`config.mk`:
```
export PLATFORM = sky130hd
export DESIGN_NAME = alu_share_arbiter_flat
export DESIGN_NICKNAME = d
export VERILOG_FILES = /design/src/rtl/alu_share_arbiter_pkg.sv /design/src/rtl/alu_share_arbiter_if.sv /design/src/rtl/alu_share_arbiter_rr_pick.sv /design/src/rtl/alu_share_arbiter.sv /design/src/flat_wrapper.sv
export SDC_FILE = /design/constraint.sdc
export NUM_CORES = 1
export LEC_CHECK = 0
export CORE_AREA = 10 10 135 137
export CTS_CLUSTER_SIZE = 24
export DETAILED_ROUTE_END_ITERATION = 10
export DIE_AREA = 0 0 145 147
export PLACE_DENSITY = 0.66
export SYNTH_ARGS = -nofsm -noshare
export SYNTH_HDL_FRONTEND = slang
export SYNTH_SLANG_ARGS = --single-unit
```
`constraint.sdc`:
```
create_clock -name clk_i -period 5.4 [get_ports clk_i]
set_input_delay 0.54 -clock clk_i [delete_from_list [all_inputs] [get_ports clk_i]]
set_output_delay 0.54 -clock clk_i [all_outputs]
set_load 0.02 [all_outputs]
```
`src/rtl/alu_share_arbiter_pkg.sv`:
```
// Shared constants and types for the ALU-sharing arbiter: ALU op encoding
// and the transaction FSM state.
package alu_arb_pkg;

  localparam logic [1:0] ALUOP_ADD = 2'b00;
  localparam logic [1:0] ALUOP_SUB = 2'b01;
  localparam logic [1:0] ALUOP_OR  = 2'b10;
  localparam logic [1:0] ALUOP_ILL = 2'b11;

  typedef enum logic [1:0] {
    IDLE = 2'd0,
    EXEC = 2'd1,
    RESP = 2'd2
  } state_t;

  function automatic logic is_illegal(input logic [1:0] op);
    return op == ALUOP_ILL;
  endfunction

endpackage

```
`src/rtl/alu_share_arbiter_if.sv`:
```
// Requester-side and ALU-side signals of the arbiter. The slave view belongs
// to the arbiter; the master view to the requesters plus the ALU beside it.
interface alu_share_arbiter_if #(
  parameter int NREQ = 2,
  parameter int W    = 32
);

  logic [NREQ-1:0]   req_i;
  logic [2*NREQ-1:0] aluop_i;
  logic [W*NREQ-1:0] src0_i;
  logic [W*NREQ-1:0] src1_i;
  logic [NREQ-1:0]   gnt_o;
  logic [NREQ-1:0]   done_o;
  logic [W-1:0]      result_o;
  logic              zero_o;
  logic              err_o;
  logic              busy_o;
  logic [1:0]        alu_aluop_o;
  logic [W-1:0]      alu_src0_o;
  logic [W-1:0]      alu_src1_o;
  logic [W-1:0]      alu_aluout_i;
  logic              alu_zero_i;

  modport slave (
    input  req_i, aluop_i, src0_i, src1_i, alu_aluout_i, alu_zero_i,
    output gnt_o, done_o, result_o, zero_o, err_o, busy_o,
           alu_aluop_o, alu_src0_o, alu_src1_o
  );

  modport master (
    output req_i, aluop_i, src0_i, src1_i, alu_aluout_i, alu_zero_i,
    input  gnt_o, done_o, result_o, zero_o, err_o, busy_o,
           alu_aluop_o, alu_src0_o, alu_src1_o
  );

endinterface

```
`src/rtl/alu_share_arbiter_rr_pick.sv`:
```
// Combinational round-robin picker: first active request strictly after ptr,
// wrapping modulo NREQ, so ptr itself has the lowest priority.
module rr_pick #(
  parameter int NREQ = 2,
  parameter int PW   = 1
) (
  input  logic [NREQ-1:0] req,
  input  logic [PW-1:0]   ptr,
  output logic [NREQ-1:0] gnt,
  output logic [PW-1:0]   idx,
  output logic            any
);

  always_comb begin
    logic [PW-1:0] cand;
    // NOTE: every output and temporary gets a default before the search so
    // no path leaves a value unassigned, which would infer a latch.
    cand = '0;
    gnt  = '0;
    idx  = '0;
    any  = 1'b0;
    for (int i = 1; i <= NREQ; i++) begin
      cand = PW'((int'(ptr) + i) % NREQ);
      if (!any && req[cand]) begin
        any = 1'b1;
        idx = cand;
      end
    end
    if (any) gnt[idx] = 1'b1;
  end

endmodule

```
`src/rtl/alu_share_arbiter.sv`:
```
// Shares one ALU between NREQ requesters: round-robin grant, op/operands
// latched at grant, registered result with a one-cycle done pulse.
module alu_share_arbiter
  import alu_arb_pkg::*;
#(
  parameter int NREQ = 2,
  parameter int W    = 32
) (
  input  logic             clk_i,
  input  logic             rst_i,
  alu_share_arbiter_if.slave bus
);

  localparam int PW = (NREQ > 1) ? $clog2(NREQ) : 1;

  state_t        state;
  logic [PW-1:0] ptr;
  logic [1:0]    op_q;
  logic [W-1:0]  src0_q;
  logic [W-1:0]  src1_q;

  logic [NREQ-1:0] pick_gnt;
  logic [PW-1:0]   pick_idx;
  logic            pick_any;

  logic [1:0]   op_arr   [NREQ];
  logic [W-1:0] src0_arr [NREQ];
  logic [W-1:0] src1_arr [NREQ];

  for (genvar n = 0; n < NREQ; n++) begin : g_unpack
    assign op_arr[n]   = bus.aluop_i[2*n +: 2];
    assign src0_arr[n] = bus.src0_i[W*n +: W];
    assign src1_arr[n] = bus.src1_i[W*n +: W];
  end

  rr_pick #(
    .NREQ (NREQ),
    .PW   (PW)
  ) u_pick (
    .req (bus.req_i),
    .ptr (ptr),
    .gnt (pick_gnt),
    .idx (pick_idx),
    .any (pick_any)
  );

  // The ALU only ever sees the latched registers, which are zero in IDLE.
  assign bus.alu_aluop_o = op_q;
  assign bus.alu_src0_o  = src0_q;
  assign bus.alu_src1_o  = src1_q;

  // NOTE: all state here uses non-blocking assignments so every register
  // samples pre-edge values, e.g. done_o takes the gnt_o of the EXEC cycle.
  always_ff @(posedge clk_i or posedge rst_i) begin
    if (rst_i) begin
      state        <= IDLE;
      ptr          <= PW'(NREQ - 1);
      op_q         <= ALUOP_ADD;
      src0_q       <= '0;
      src1_q       <= '0;
      bus.gnt_o    <= '0;
      bus.done_o   <= '0;
      bus.result_o <= '0;
      bus.zero_o   <= 1'b0;
      bus.err_o    <= 1'b0;
      bus.busy_o   <= 1'b0;
    end else begin
      case (state)
        IDLE: begin
          if (pick_any) begin
            ptr        <= pick_idx;
            op_q       <= op_arr[pick_idx];
            src0_q     <= src0_arr[pick_idx];
            src1_q     <= src1_arr[pick_idx];
            bus.gnt_o  <= pick_gnt;
            bus.busy_o <= 1'b1;
            state      <= EXEC;
          end
        end
        EXEC: begin
          bus.gnt_o    <= '0;
          bus.done_o   <= bus.gnt_o;
          bus.err_o    <= is_illegal(op_q);
          // An illegal op completes with a fixed result; the ALU output is ignored.
          bus.result_o <= is_illegal(op_q) ? '0 : bus.alu_aluout_i;
          bus.zero_o   <= is_illegal(op_q) ? 1'b1 : bus.alu_zero_i;
          state        <= RESP;
        end
        RESP: begin
          bus.done_o <= '0;
          bus.err_o  <= 1'b0;
          bus.busy_o <= 1'b0;
          op_q       <= ALUOP_ADD;
          src0_q     <= '0;
          src1_q     <= '0;
          state      <= IDLE;
        end
        default: state <= IDLE;
      endcase
    end
  end

endmodule
```
`src/flat_wrapper.sv`:
```
// flat-port wrapper written by rule: the top's interface ports become plain ports
module alu_share_arbiter_flat import alu_arb_pkg::*;
#(
  parameter int NREQ = 2,
  parameter int W    = 32
)
  (clk_i, rst_i, bus_req_i, bus_aluop_i, bus_src0_i, bus_src1_i, bus_alu_aluout_i, bus_alu_zero_i, bus_gnt_o, bus_done_o, bus_result_o, bus_zero_o, bus_err_o, bus_busy_o, bus_alu_aluop_o, bus_alu_src0_o, bus_alu_src1_o);
  alu_share_arbiter_if #(.NREQ(NREQ), .W(W)) bus_i ();
  input  logic clk_i;
  input  logic rst_i;
  input wire logic [$bits(bus_i.req_i)-1:0] bus_req_i;
  input wire logic [$bits(bus_i.aluop_i)-1:0] bus_aluop_i;
  input wire logic [$bits(bus_i.src0_i)-1:0] bus_src0_i;
  input wire logic [$bits(bus_i.src1_i)-1:0] bus_src1_i;
  input wire logic [$bits(bus_i.alu_aluout_i)-1:0] bus_alu_aluout_i;
  input wire logic [$bits(bus_i.alu_zero_i)-1:0] bus_alu_zero_i;
  output wire logic [$bits(bus_i.gnt_o)-1:0] bus_gnt_o;
  output wire logic [$bits(bus_i.done_o)-1:0] bus_done_o;
  output wire logic [$bits(bus_i.result_o)-1:0] bus_result_o;
  output wire logic [$bits(bus_i.zero_o)-1:0] bus_zero_o;
  output wire logic [$bits(bus_i.err_o)-1:0] bus_err_o;
  output wire logic [$bits(bus_i.busy_o)-1:0] bus_busy_o;
  output wire logic [$bits(bus_i.alu_aluop_o)-1:0] bus_alu_aluop_o;
  output wire logic [$bits(bus_i.alu_src0_o)-1:0] bus_alu_src0_o;
  output wire logic [$bits(bus_i.alu_src1_o)-1:0] bus_alu_src1_o;
  assign bus_i.req_i = bus_req_i;
  assign bus_i.aluop_i = bus_aluop_i;
  assign bus_i.src0_i = bus_src0_i;
  assign bus_i.src1_i = bus_src1_i;
  assign bus_i.alu_aluout_i = bus_alu_aluout_i;
  assign bus_i.alu_zero_i = bus_alu_zero_i;
  assign bus_gnt_o = bus_i.gnt_o;
  assign bus_done_o = bus_i.done_o;
  assign bus_result_o = bus_i.result_o;
  assign bus_zero_o = bus_i.zero_o;
  assign bus_err_o = bus_i.err_o;
  assign bus_busy_o = bus_i.busy_o;
  assign bus_alu_aluop_o = bus_i.alu_aluop_o;
  assign bus_alu_src0_o = bus_i.alu_src0_o;
  assign bus_alu_src1_o = bus_i.alu_src1_o;
  alu_share_arbiter #(.NREQ(NREQ), .W(W)) u_core (.clk_i(clk_i), .rst_i(rst_i), .bus(bus_i));
endmodule
```
==> results.md, run 1 <==
| Step | Metric | Value |
|:---|:---|:---|
| synth | Number of synthesized register bits | 108 |
| synth | Net count after synthesis | 525 |
| cells and area | Post-route design area | 7690 um2 |
| clock network | TritonCTS clock tree | yes |
| run | Max-cap viol count | 0 |
| timing | Worst hold slack across all endpoints | 0.494 ns |
| drt | Routed vias | 4043 |
| timing | Fraction of the cycle the final worst path needs | 49.8% |
| critical path | Data arrival time of the critical path | 2.97 ns |
| timing | Maximum clock skew at final layout | 0.00729 ns |
| grt | Wire length of the first global-routing pass | 25800 um |
| drt | Total routed wirelength | 16600 um |
| synth | Post-synth EDFFs | 0 |
| power | Power consumption | 4.26 mW |
| floorplan | Num ports | 274 |
| timing | Final period demand of the worst path | 2.69 ns |
| timing | Worst relative slew slack | 22.0% |
| clock network | Count of H-tree levels built during CTS | 3 |
| hold path | Cell depth of the worst hold path | 1 |
| synth | Count of cell types in the netlist | 30 |
| clock network | Clk buf depth | 2 |
| floorplan | Floorplan Core Area | 15600 um2 |
| cells and area | Area occupied by registers | 2700 um2 |
| critical path | Number of cells traversed by the worst register-to-register path | 6 |
| floorplan | Die footprint | 21300 um2 |
| clock network | Clock slew at the register clock pins of the worst setup and hold paths | 0.07 ns |
| power | Worst IR Drop VDD | 0.258 mV |
| cells and area | Area taken by multi-input logic gates | 1630 um2 |
| grt | Overall overflow remaining after global route | 0 |
| timing | Setup TNS | 0 ns |
| grt | Initial antenna violation count | 0 |
| cells and area | Most common library cell in the layout ignoring fill and taps | sky130_fd_sc_hd__clkdlybuf4s50_1 |
| drt | Routed wire per std cell | 20.0 um |
| drt | Number of vias per cell after detailed routing | 4.89 |
| synth | Netlist area before placement | 4540 um2 |
| timing | Hold Vio Cnt, Final | 0 |
| grt | Via count of the first global-routing pass | 4411 |
| floorplan | Std cell rows | 46 |
| cells and area | Top library cells by usage in the layout, fill and taps aside | sky130_fd_sc_hd__clkdlybuf4s50_1 (273), sky130_fd_sc_hd__dfrtp_1 (107), sky130_fd_sc_hd__and3_1 (66), sky130_fd_sc_hd__a221o_1 (66), sky130_fd_sc_hd__a22o_1 (32) |
| power | Leakage dissipation | 3.43 nW |
| place | Port-buffer cells | 273 |
| place | Gpl congestion | 0.721 |
| status | Outcome | finished clean |
| timing | Total of endpoints with negative setup slack in the final report | 0 |
| synth | Sequential share of the synthesized area | 59.5% |
| synth | Ys async rst share | 100% |
| synth | Syn_area_per_cell | 12.9 um2 |
| timing | RSZ-0062 raised after global routing | no |
| critical path | Critical Path Sink Type | register |
| floorplan | Starting density of the core | 29.1% |
| critical path | Worst-path fanout max | 47 |
| critical path | Category of the most critical setup path | reg -> reg |
| synth | Warnings from Yosys | 0 |
| power | Cell Pwr Density | 554 nW/um2 |
| cells and area | Synth-to-layout area growth | 69.2% |
| clock network | Insertion delay to the later sink of the worst-skew pair | 0.35 ns |
| synth | Synthesized instance count | 352 |
| synth | Commonest register cell after synthesis | sky130_fd_sc_hd__dfrtp_1 |
| grt | GRT Util Overall | 15.2% |
| cells and area | Fill cell total of the finished layout | 1403 |
| clock network | Inserted Clock Buffers | 9 |
| critical path | Critical path data required time | 5.68 ns |
| critical path | Kind of start point of the critical path | register |
| timing | Maximum operating frequency | 372 MHz |
| drt | Number of iterations in the first detailed-routing pass | 4 |
| floorplan | Die span in y | 147 um |
| hold path | Worst hold-check path type | reg -> reg |
| drt | Number of DRC markers in iteration 0 | 158 |
| place | Placed Instance Area | 7410 um2 |
| drt | Antenna violation net count after detailed routing | 0 |
| drt | Number of remaining DRC errors | 0 |
| cells and area | N_diodes | 0 |
| cells and area | Post-Route Utilization | 49.3% |
| clock network | Number of sinks driven by the clock tree | 108 |
| timing | Slew at the pin with the worst max-slew slack | 1.17 ns |
| clock network | Total setup buffers inserted after CTS | 0 |
| cells and area | Share of layout cells above drive strength 1 | 4.26% |
| clock network | Number of hold buffers added after CTS | 0 |
| clock network | CTS root buf | sky130_fd_sc_hd__clkbuf_16 |
| cells and area | Final net count | 778 |
| timing | Max-slew violations | 0 |
| grt | Pin count of the biggest net entering global routing | 67 |
| place | Detailed placement HPWL | 12400 um |
| clock network | Count of instances resized after the clock tree is built | 0 |
| floorplan | Chip width | 145 um |
## cell type report
| type | instances | share of cell area, % |
|---|---|---|
| flip-flops and latches | 108 | 35.2 |
| clock buffers | 12 | 3.21 |
| clock inverters | 4 | 0.439 |
| multi-input cells | 199 | 21.2 |
| repair buffers | 278 | 36.0 |
| well taps | 216 | 3.52 |
| inverters | 9 | 0.472 |
## layer usage
metal / vias up / track usage, % / share of wire, %
met5: - / 0 / 0
met4: 0 / 6.44 / 2.8
met3: 25 / 5.68 / 8.0
met2: 194 / 24.9 / 48
met1: 1934 / 17.5 / 41
li1: 1890 / - / -
## synthesized netlist by cell type (2+ instances only)
master	n	area (um2)
sky130_fd_sc_hd__buf_8	5	75.1
sky130_fd_sc_hd__o21ai_0	6	30.0
sky130_fd_sc_hd__dfrtp_1	107	2680
sky130_fd_sc_hd__a22o_1	32	280
sky130_fd_sc_hd__buf_4	2	15.0
sky130_fd_sc_hd__nor2b_1	2	12.5
sky130_fd_sc_hd__a221o_1	66	661
sky130_fd_sc_hd__nand2_1	4	15.0
sky130_fd_sc_hd__ha_1	4	50.1
sky130_fd_sc_hd__and3_1	66	413
sky130_fd_sc_hd__nor2_1	3	11.3
sky130_fd_sc_hd__clkbuf_1	23	86.3
sky130_fd_sc_hd__a21oi_1	3	15.0
sky130_fd_sc_hd__buf_2	6	30.0
sky130_fd_sc_hd__inv_1	8	30.0
## report_power, final
| group | switching, mW | internal [mW] | total, mW |
|---|---|---|---|
| registers | 0.204 | 1.16 | 1.36 |
| clock network | 0.295 | 0.329 | 0.625 |
| logic | 1.17 | 1.10 | 2.27 |
## registers in the layout (all words and copies together), names as in the netlist
register,count
u_core.bus.alu_aluop_o,2
u_core.bus.result_o,32
u_core.bus.gnt_o,2
u_core.bus.alu_src0_o,32
u_core.bus.done_o,2
u_core.bus.alu_src1_o,32
u_core.ptr,1
u_core.bus.zero_o,1
u_core.bus.busy_o,1
u_core.state,2
u_core.bus.err_o,1
## worst max-delay path, stage by stage (launching register included)
cell	delay (ns)
sky130_fd_sc_hd__dfrtp_1	0.38
sky130_fd_sc_hd__inv_1	0.12
sky130_fd_sc_hd__ha_1	0.41
sky130_fd_sc_hd__nand2b_1	0.18
sky130_fd_sc_hd__nor3_4	0.65
sky130_fd_sc_hd__buf_4	0.58
sky130_fd_sc_hd__a221o_1	0.24
## path summary, 6_finish.rpt
path,to,slack (ns),startpoint
worst max-delay path,u_core.bus.alu_src1_o[4],2.71,u_core.state[1]
worst min-delay path,u_core.bus.busy_o,0.49,u_core.bus.busy_o
worst max register to register,u_core.bus.alu_src1_o[4],2.71,u_core.state[1]
worst min register to register,u_core.bus.busy_o,0.49,u_core.bus.busy_o
max in group asynchronous,u_core.bus.zero_o,3.58,rst_i
min in group asynchronous,u_core.bus.result_o[2],0.63,rst_i
## kinds of logic (layout without fill, tap and decap cells)
group	count (synthesis)	in the layout	synth area share, %
AO/OA/AOI/OAI	113	113	22.9
flip-flops	108	108	59.5
AND/OR/NAND/NOR	81	81	11.0
buffers and inverters	45	303	5.29
adder cells (fa/ha/maj)	4	4	1.10
multiplexers	1	1	0.220
## through the flow
| step | std cells | setup WS, ns |
|---|---|---|
| floorplan | 352 | 2.02 |
| global placement | 810 | 2.58 |
| detailed placement | 810 | 2.53 |
| CTS | 826 | 2.73 |
| global route | 826 | 2.51 |
| finish | 826 | 2.71 |
No activity file was read; power rests on OpenSTA's default activity.
==> run 2: changes to the inputs <==
==> constraint.sdc (replaced) <==
create_clock -name clk_i -period 2.54 [get_ports clk_i]
set_input_delay 0.254 -clock clk_i [delete_from_list [all_inputs] [get_ports clk_i]]
set_output_delay 0.254 -clock clk_i [all_outputs]
set_load 0.02 [all_outputs]
==> run 2 against run 1 <==
Register-to-register slack lost 2.5 ns. Hold slack lost 0.11 ns. Sequential share of layout area shrank 0.45 points. Flip-flop and latch count is the same. Final area grew 1.3%. Via count grew 1.5%. Non-clock buffer count grew 5. Routed wire length grew 2.7%. Die area is the same. Worst setup slack lost 2.5 ns. Maximum frequency grew 17%. Count of clock-buffer cells in the layout shrank 1. Critical path type unchanged. Highest routed layer unchanged.
==> results.md, run 2 (synthesis gave the netlist of run 1 again) <==
| Step | Metric | Value | vs previous |
|:---|:---|:---|:---|
| grt | Busiest layer in global routing | met2 | unchanged |
| grt | Met3 Resource Use GR | 5.74% | was 5.68% |
| drt | Number of iterations in the first detailed-routing pass | 4 | unchanged |
| cells and area | Share of layout cells above drive strength 1 | 5.19% | was 4.26% |
| power | Worst IR Drop VDD | 0.456 mV | was 0.258 mV |
| clock network | Number of sinks driven by the clock tree | 108 | unchanged |
| floorplan | Starting density of the core | 29.1% | unchanged |
| cells and area | Fill cell total of the finished layout | 1419 | was 1403 |
| cells and area | Area occupied by registers | 2700 um2 | unchanged |
| place | Pre-CTS setup slack | 0.00565 ns | was 2.53 ns |
| timing | Final period demand of the worst path | 2.30 ns | was 2.69 ns |
| grt | Via count of the first global-routing pass | 4547 | was 4411 |
| critical path | Critical path data required time | 2.82 ns | was 5.68 ns |
| drt | Total routed wirelength | 17000 um | was 16600 um |
| cells and area | Most common library cell in the layout ignoring fill and taps | sky130_fd_sc_hd__clkdlybuf4s50_1 | unchanged |
| clock network | Clock slew at the register clock pins of the worst setup and hold paths | 0.07 ns | about the same |
| drt | Number of remaining DRC errors | 0 | unchanged |
| drt | Number of vias per cell after detailed routing | 4.93 | was 4.89 |
| timing | RSZ-0062 raised after global routing | no | unchanged |
| place | Detailed placement HPWL | 12700 um | was 12400 um |
| power | Leakage dissipation | 3.47 nW | was 3.43 nW |
| drt | Number of DRC markers in iteration 0 | 184 | was 158 |
| cells and area | N_diodes | 0 | unchanged |
| clock network | Inserted Clock Buffers | 9 | unchanged |
| timing | Maximum clock skew at final layout | 0.0104 ns | was 0.00729 ns |
| grt | GRT Util Overall | 15.2% | about the same |
| power | Cell Pwr Density | 1190 nW/um2 | was 554 nW/um2 |
| timing | Fraction of the cycle the final worst path needs | 90.7% | was 49.8% |
| hold path | Worst hold-check path type | in -> async | was reg -> reg |
| clock network | Insertion delay to the later sink of the worst-skew pair | 0.35 ns | about the same |
| drt | Routed wire per std cell | 20.4 um | was 20.0 um |
| grt | Initial antenna violation count | 0 | unchanged |
| cells and area | Synth-to-layout area growth | 71.4% | was 69.2% |
| status | Outcome | finished clean | unchanged |
| timing | Setup TNS | 0 ns | unchanged |
| timing | Max-slew violations | 0 | unchanged |
| floorplan | Die span in y | 147 um | unchanged |
| critical path | Critical Path Sink Type | register | unchanged |
| drt | Antenna violation net count after detailed routing | 0 | unchanged |
| floorplan | Num ports | 274 | unchanged |
| clock network | Count of H-tree levels built during CTS | 3 | unchanged |
| place | Gpl congestion | 0.773 | was 0.721 |
| place | Placed Instance Area | 7480 um2 | was 7410 um2 |
| clock network | Clk buf depth | 2 | unchanged |
| floorplan | Die footprint | 21300 um2 | unchanged |
| critical path | Crit Reg-Reg Startpoint | u_core.state[1] | unchanged |
| critical path | Worst-path fanout max | 40 | was 47 |
| critical path | Crit. Startpoint | u_core.state[1] | unchanged |
| cells and area | Post-Route Utilization | 49.9% | was 49.3% |
| run | Max-cap viol count | 0 | unchanged |
| grt | GR met2 Demand/Resource | 26.1% | was 24.9% |
| floorplan | Std cell rows | 46 | unchanged |
| timing | Worst relative slew slack | 23.9% | was 22.0% |
| critical path | Data arrival time of the critical path | 2.58 ns | was 2.97 ns |
| grt | Wire length of the first global-routing pass | 26100 um | was 25800 um |
| clock network | CTS root buf | sky130_fd_sc_hd__clkbuf_16 | unchanged |
| timing | Final worst slack | 0.236 ns | was 2.71 ns |
| timing | Slew at the pin with the worst max-slew slack | 1.14 ns | was 1.17 ns |
| timing | Maximum operating frequency | 434 MHz | was 372 MHz |
| cells and area | Area taken by multi-input logic gates | 1640 um2 | was 1630 um2 |
| cells and area | Top library cells by usage in the layout, fill and taps aside | sky130_fd_sc_hd__clkdlybuf4s50_1 (273), sky130_fd_sc_hd__dfrtp_1 (107), sky130_fd_sc_hd__and3_1 (66), sky130_fd_sc_hd__a221o_1 (66), sky130_fd_sc_hd__a22o_1 (32) | unchanged |
| cells and area | Post-route design area | 7790 um2 | was 7690 um2 |
| grt | Overall overflow remaining after global route | 0 | unchanged |
| clock network | TritonCTS clock tree | yes | unchanged |
| grt | Pin count of the biggest net entering global routing | 109 | was 67 |
| cells and area | Final net count | 784 | was 778 |
| drt | Routed vias | 4102 | was 4043 |
| place | Port-buffer cells | 273 | unchanged |
| floorplan | Floorplan Core Area | 15600 um2 | unchanged |
| critical path | Kind of start point of the critical path | register | unchanged |
| timing | Total of endpoints with negative setup slack in the final report | 0 | unchanged |
| grt | Routing usage on met1 | 16.9% | was 17.5% |
| floorplan | Chip width | 145 um | unchanged |
| critical path | Category of the most critical setup path | reg -> reg | unchanged |
| timing | Hold Vio Cnt, Final | 0 | unchanged |
run 2: cell count changes in the layout (fill, tap and decap cells not counted), sizes merged:
cell and delta:
bufinv +1, nor3 +1, clkinvlp +1, clkbuf -1, inv -1, buf +5
run 2: timing repair:
action                     in CTS  in global routing
setup endpoints to repair       0                 46
resized for setup               0                  0
hold buffers                    0                  0
setup buffers                   0                  0
run 2: final timing paths:
check	endpoint	slack, ns	cells after the start
min in group clk_i	u_core.bus.zero_o	0.45	3
hold / removal	u_core.bus.alu_src0_o[29]	0.38	3
setup reg to reg	u_core.bus.alu_src0_o[21]	0.24	7
setup / recovery	u_core.bus.alu_src0_o[21]	0.24	7
hold reg to reg	u_core.bus.result_o[19]	0.51	1
max in group asynchronous	u_core.bus.alu_src0_o[28]	1.64	3
run 2: routing by layer:
metal / up-vias / share of wire [%]
met4: 0 / 2.3
met2: 186 / 50
met3: 22 / 8.3
met1: 1985 / 40
li1: 1909 / -
met5: - / 0
run 2: power breakdown:
group	switching (mW)	leakage [nW]	internal (mW)
Clock	0.620	0.140	0.769
Combinational	2.53	1.96	2.41
Sequential	0.441	1.37	2.46
Total	3.59	3.47	5.65
run 2: critical path, cell delays in order, from the launching register on:
cell	delay, ns
sky130_fd_sc_hd__dfrtp_1	0.39
sky130_fd_sc_hd__inv_1	0.13
sky130_fd_sc_hd__ha_1	0.18
sky130_fd_sc_hd__buf_4	0.17
sky130_fd_sc_hd__or3b_1	0.50
sky130_fd_sc_hd__o21ai_4	0.36
sky130_fd_sc_hd__buf_12	0.29
sky130_fd_sc_hd__a221o_1	0.19
run 2: layout make-up:
class,count,share of cell area (%)
Clock buffer,11,2.99
Clock inverter,5,0.771
Inverter,9,0.482
Multi-Input combinational cell,200,21.0
Sequential cell,108,34.7
Tap cell,216,3.47
Timing Repair Buffer,283,36.5
run 2: stage by stage:
stage               power [mW]  instances  hold WS (ns)
global route              9.80        832         0.456
CTS                       9.37        831         0.439
finish                    9.24        832         0.383
floorplan                 5.71        352         0.324
detailed placement        7.92        815         0.497
global placement          7.81        815         0.482
==> run 3: changes to the inputs <==
--- a/config.mk
+++ b/config.mk
@@ -5,11 +5,14 @@
 export SDC_FILE = /design/constraint.sdc
 export NUM_CORES = 1
 export LEC_CHECK = 0
-export CORE_AREA = 10 10 135 137
+export CELL_PAD_IN_SITES_DETAIL_PLACEMENT = 1
+export CELL_PAD_IN_SITES_GLOBAL_PLACEMENT = 2
+export CORE_AREA = 10 10 152 154
+export CTS_BUF_LIST = sky130_fd_sc_hd__clkbuf_2
 export CTS_CLUSTER_SIZE = 24
 export DETAILED_ROUTE_END_ITERATION = 10
-export DIE_AREA = 0 0 145 147
-export PLACE_DENSITY = 0.66
+export DIE_AREA = 0 0 162 164
+export PLACE_DENSITY_LB_ADDON = 0.1
 export SYNTH_ARGS = -nofsm -noshare
 export SYNTH_HDL_FRONTEND = slang
 export SYNTH_SLANG_ARGS = --single-unit
==> run 3 against run 2 <==
Clock skew increased by 0.011 ns. Final area decreased by 1.6%. Combinational power increased by 3%. Clock power decreased by 41%. Flip-flop and latch count unchanged. Utilization decreased by 12 points. Total power decreased by 5.1%. Highest routed layer unchanged. First-iteration DRC count decreased by 15%. Maximum frequency increased by 8.0%. Largest cell class unchanged. Largest power group unchanged. Critical path depth decreased by 1. Final cell count increased by 6.7%.
==> results.md, run 3 (synthesis gave the netlist of run 1 again) <==
| Step | Metric | Value | vs previous |
|:---|:---|:---|:---|
| clock network | Total setup buffers inserted after CTS | 0 | unchanged |
| timing | Total of endpoints with negative setup slack in the final report | 0 | unchanged |
| drt | Antenna violation net count after detailed routing | 0 | unchanged |
| power | Net switching component of the power | 3.65 mW | was 3.59 mW |
| floorplan | Num ports | 274 | unchanged |
| timing | Hold Vio Cnt, Final | 0 | unchanged |
| cells and area | Area occupied by registers | 2700 um2 | unchanged |
| power | Switch share | 41.6% | was 38.9% |
| cells and area | Share of layout cells above drive strength 1 | 5.35% | was 5.19% |
| drt | Routed vias | 4125 | was 4102 |
| critical path | Delay contributed by the slowest stage of the critical path | 0.48 ns | was 0.50 ns |
| clock network | TritonCTS clock tree | yes | unchanged |
| timing | Maximum operating frequency | 469 MHz | was 434 MHz |
| grt | Overall overflow remaining after global route | 0 | unchanged |
| place | Pre-CTS setup slack | 0.267 ns | was 0.00565 ns |
| critical path | Number of cells traversed by the worst register-to-register path | 6 | was 7 |
| drt | Number of iterations in the first detailed-routing pass | 4 | unchanged |
| drt | Routed wire per std cell | 22.1 um | was 20.4 um |
| critical path | Crit path buffers/inverters | 2 | was 3 |
| hold path | Worst hold-check path type | in -> async | unchanged |
| critical path | Category of the most critical setup path | reg -> reg | unchanged |
| timing | Max-slew violations | 0 | unchanged |
| power | Share of power burned in registers | 32.8% | was 31.4% |
| status | Outcome | finished clean | unchanged |
| critical path | Critical Path Sink Type | register | unchanged |
| clock network | Insertion delay to the later sink of the worst-skew pair | 0.59 ns | was 0.35 ns |
| clock network | CTS root buf | sky130_fd_sc_hd__clkbuf_2 | was sky130_fd_sc_hd__clkbuf_16 |
| power | Combinational power share | 57.8% | was 53.5% |
| clock network | Number of sinks driven by the clock tree | 108 | unchanged |
| cells and area | Number of standard cells in the final layout excluding fillers | 888 | was 832 |
| timing | Setup TNS | 0 ns | unchanged |
| floorplan | Die footprint | 26600 um2 | was 21300 um2 |
| timing | Maximum clock skew at final layout | 0.0216 ns | was 0.0104 ns |
| floorplan | Die span in y | 164 um | was 147 um |
| drt | Total routed wirelength | 19600 um | was 17000 um |
| power | Internal portion of total power | 5.11 mW | was 5.65 mW |
| cells and area | Post-Route Utilization | 38.2% | was 49.9% |
| critical path | Critical path data required time | 3.08 ns | was 2.82 ns |
| grt | GR met2 Demand/Resource | 24.2% | was 26.1% |
| critical path | Worst-path fanout max | 40 | unchanged |
| critical path | Slowest cell on the critical path | sky130_fd_sc_hd__or3b_1 | unchanged |
| timing | Fraction of the cycle the final worst path needs | 84.0% | was 90.7% |
| power | Fraction of power consumed by the clock network | 9.4% | was 15.0% |
| critical path | Chain of cells forming the critical path | inv_1 > ha_1 > or3b_1 > o21ai_4 > buf_12 > a221o_1 | was inv_1 > ha_1 > buf_4 > or3b_1 > o21ai_4 > buf_12 > a221o_1 |
| timing | Final worst slack | 0.407 ns | was 0.236 ns |
| timing | Final period demand of the worst path | 2.13 ns | was 2.30 ns |
| floorplan | Chip width | 162 um | was 145 um |
| critical path | Number of gates on the worst path with buffers counted | 6 | was 7 |
| clock network | Count of instances resized after the clock tree is built | 0 | unchanged |
| drt | Number of vias per cell after detailed routing | 4.65 | was 4.93 |
| critical path | Kind of start point of the critical path | register | unchanged |
| cells and area | Most common library cell in the layout ignoring fill and taps | sky130_fd_sc_hd__clkdlybuf4s50_1 | unchanged |
| timing | Worst hold slack across all endpoints | 0.0811 ns | was 0.383 ns |
| power | Worst IR Drop VDD | 0.346 mV | was 0.456 mV |
| grt | Via count of the first global-routing pass | 4847 | was 4547 |
| drt | Number of DRC markers in iteration 0 | 156 | was 184 |
| grt | Routing usage on met1 | 15.2% | was 16.9% |
| timing | Worst relative slew slack | 46.6% | was 23.9% |
| floorplan | Std cell rows | 52 | was 46 |
| timing | RSZ-0062 raised after global routing | no | unchanged |
| cells and area | Synth-to-layout area growth | 68.7% | was 71.4% |
| place | Gpl congestion | 0.728 | was 0.773 |
| power | Cell Pwr Density | 1140 nW/um2 | was 1190 nW/um2 |
| clock network | Inserted Clock Buffers | 9 | unchanged |
| grt | Busiest layer in global routing | met2 | unchanged |
| cells and area | Fill cell total of the finished layout | 2215 | was 1419 |
| floorplan | Starting density of the core | 22.7% | was 29.1% |
| grt | Wire length of the first global-routing pass | 29400 um | was 26100 um |
| power | Leakage dissipation | 3.40 nW | was 3.47 nW |
| clock network | Clock slew at the register clock pins of the worst setup and hold paths | 0.28 ns | was 0.07 ns |
| run | Max-cap viol count | 0 | unchanged |
| grt | GRT Util Overall | 14.2% | was 15.2% |
| floorplan | Floorplan Core Area | 20000 um2 | was 15600 um2 |
| clock network | Clk buf depth | 2 | unchanged |
| critical path | Family with the most delay on the worst path | compound AO/OA/AOI/OAI gates | was buffers and inverters |
| place | Port-buffer cells | 273 | unchanged |
| cells and area | Area taken by multi-input logic gates | 1630 um2 | was 1640 um2 |
| cells and area | Top library cells by usage in the layout, fill and taps aside | sky130_fd_sc_hd__clkdlybuf4s50_1 (273), sky130_fd_sc_hd__dfrtp_1 (107), sky130_fd_sc_hd__and3_1 (66), sky130_fd_sc_hd__a221o_1 (66), sky130_fd_sc_hd__a22o_1 (32) | unchanged |
| place | Placed cell count | 871 | was 815 |
| clock network | Count of H-tree levels built during CTS | 3 | unchanged |
| grt | Met3 Resource Use GR | 7.78% | was 5.74% |
| critical path | Data arrival time of the critical path | 2.68 ns | was 2.58 ns |
| drt | Number of remaining DRC errors | 0 | unchanged |
| grt | Initial antenna violation count | 1 | was 0 |
| clock network | Number of hold buffers added after CTS | 0 | unchanged |
| cells and area | Final net count | 785 | was 784 |
| timing | Slew at the pin with the worst max-slew slack | 0.798 ns | was 1.14 ns |
| place | Detailed placement HPWL | 14600 um | was 12700 um |
| grt | Pin count of the biggest net entering global routing | 109 | unchanged |
==> run 3: cell types whose count changed in the layout (fill, tap and decap cells not counted) <==
cell,previous run,this run
sky130_fd_sc_hd__buf_12,3,2
sky130_fd_sc_hd__buf_4,7,10
sky130_fd_sc_hd__clkbuf_1,2,0
sky130_fd_sc_hd__clkbuf_16,9,0
sky130_fd_sc_hd__clkbuf_2,0,11
sky130_fd_sc_hd__clkinv_1,1,3
sky130_fd_sc_hd__clkinv_2,1,0
sky130_fd_sc_hd__clkinv_4,1,0
sky130_fd_sc_hd__clkinvlp_4,2,3
sky130_fd_sc_hd__diode_2,0,1
sky130_fd_sc_hd__inv_6,1,0
sky130_fd_sc_hd__nor3_2,1,0
==> run 3: power by group through the flow <==
stage / Clock (mW) / Sequential [mW] / Combinational, mW
2_1_floorplan: 0 / 3.70 / 2.01
3_3_place_gp: 0 / 2.89 / 5.08
3_5_place_dp: 0 / 2.91 / 5.19
4_1_cts: 0.886 / 2.88 / 5.20
5_1_grt: 0.941 / 2.98 / 5.46
6_report: 0.820 / 2.88 / 5.07
==> run 3: per-layer routing <==
layer,part of all wire [%],vias to the layer above
li1,-,1899
met1,39,2053
met2,49,160
met3,11,13
met4,1.0,0
met5,0,-
==> run 3: per-stage QoR <==
step | total power [mW] | area, um2
global placement | 7.97 | 7550
global route | 9.37 | 7660
CTS | 8.97 | 7660
finish | 8.76 | 7660
detailed placement | 8.10 | 7550
floorplan | 5.71 | 4550
==> run 3: final timing paths <==
path,slack [ns],endpoint,from
max,0.41,u_core.bus.alu_src1_o[28],u_core.state[1]
min,0.08,u_core.bus.result_o[2],rst_i
max reg2reg,0.41,u_core.bus.alu_src1_o[28],u_core.state[1]
min reg2reg,0.55,u_core.bus.busy_o,u_core.bus.busy_o
max in group asynchronous,1.89,u_core.bus.alu_src1_o[10],rst_i
min in group clk_i,0.19,u_core.bus.zero_o,bus_alu_zero_i
==> run 3: layout make-up <==
type / count / area share (%)
Sequential cell: 108 / 35.3
Timing Repair Buffer: 285 / 37.2
Clock buffer: 11 / 0.718
Clock inverter: 5 / 0.686
Inverter: 9 / 0.490
Multi-Input combinational cell: 199 / 21.2
Tap cell: 270 / 4.41
Antenna cell: 1 / 0.0326
==> run 3: worst reg2reg max path: stages, from the launching register on <==
cell	delay (ns)
sky130_fd_sc_hd__dfrtp_1	0.45
sky130_fd_sc_hd__inv_1	0.12
sky130_fd_sc_hd__ha_1	0.17
sky130_fd_sc_hd__or3b_1	0.48
sky130_fd_sc_hd__o21ai_4	0.34
sky130_fd_sc_hd__buf_12	0.32
sky130_fd_sc_hd__a221o_1	0.21
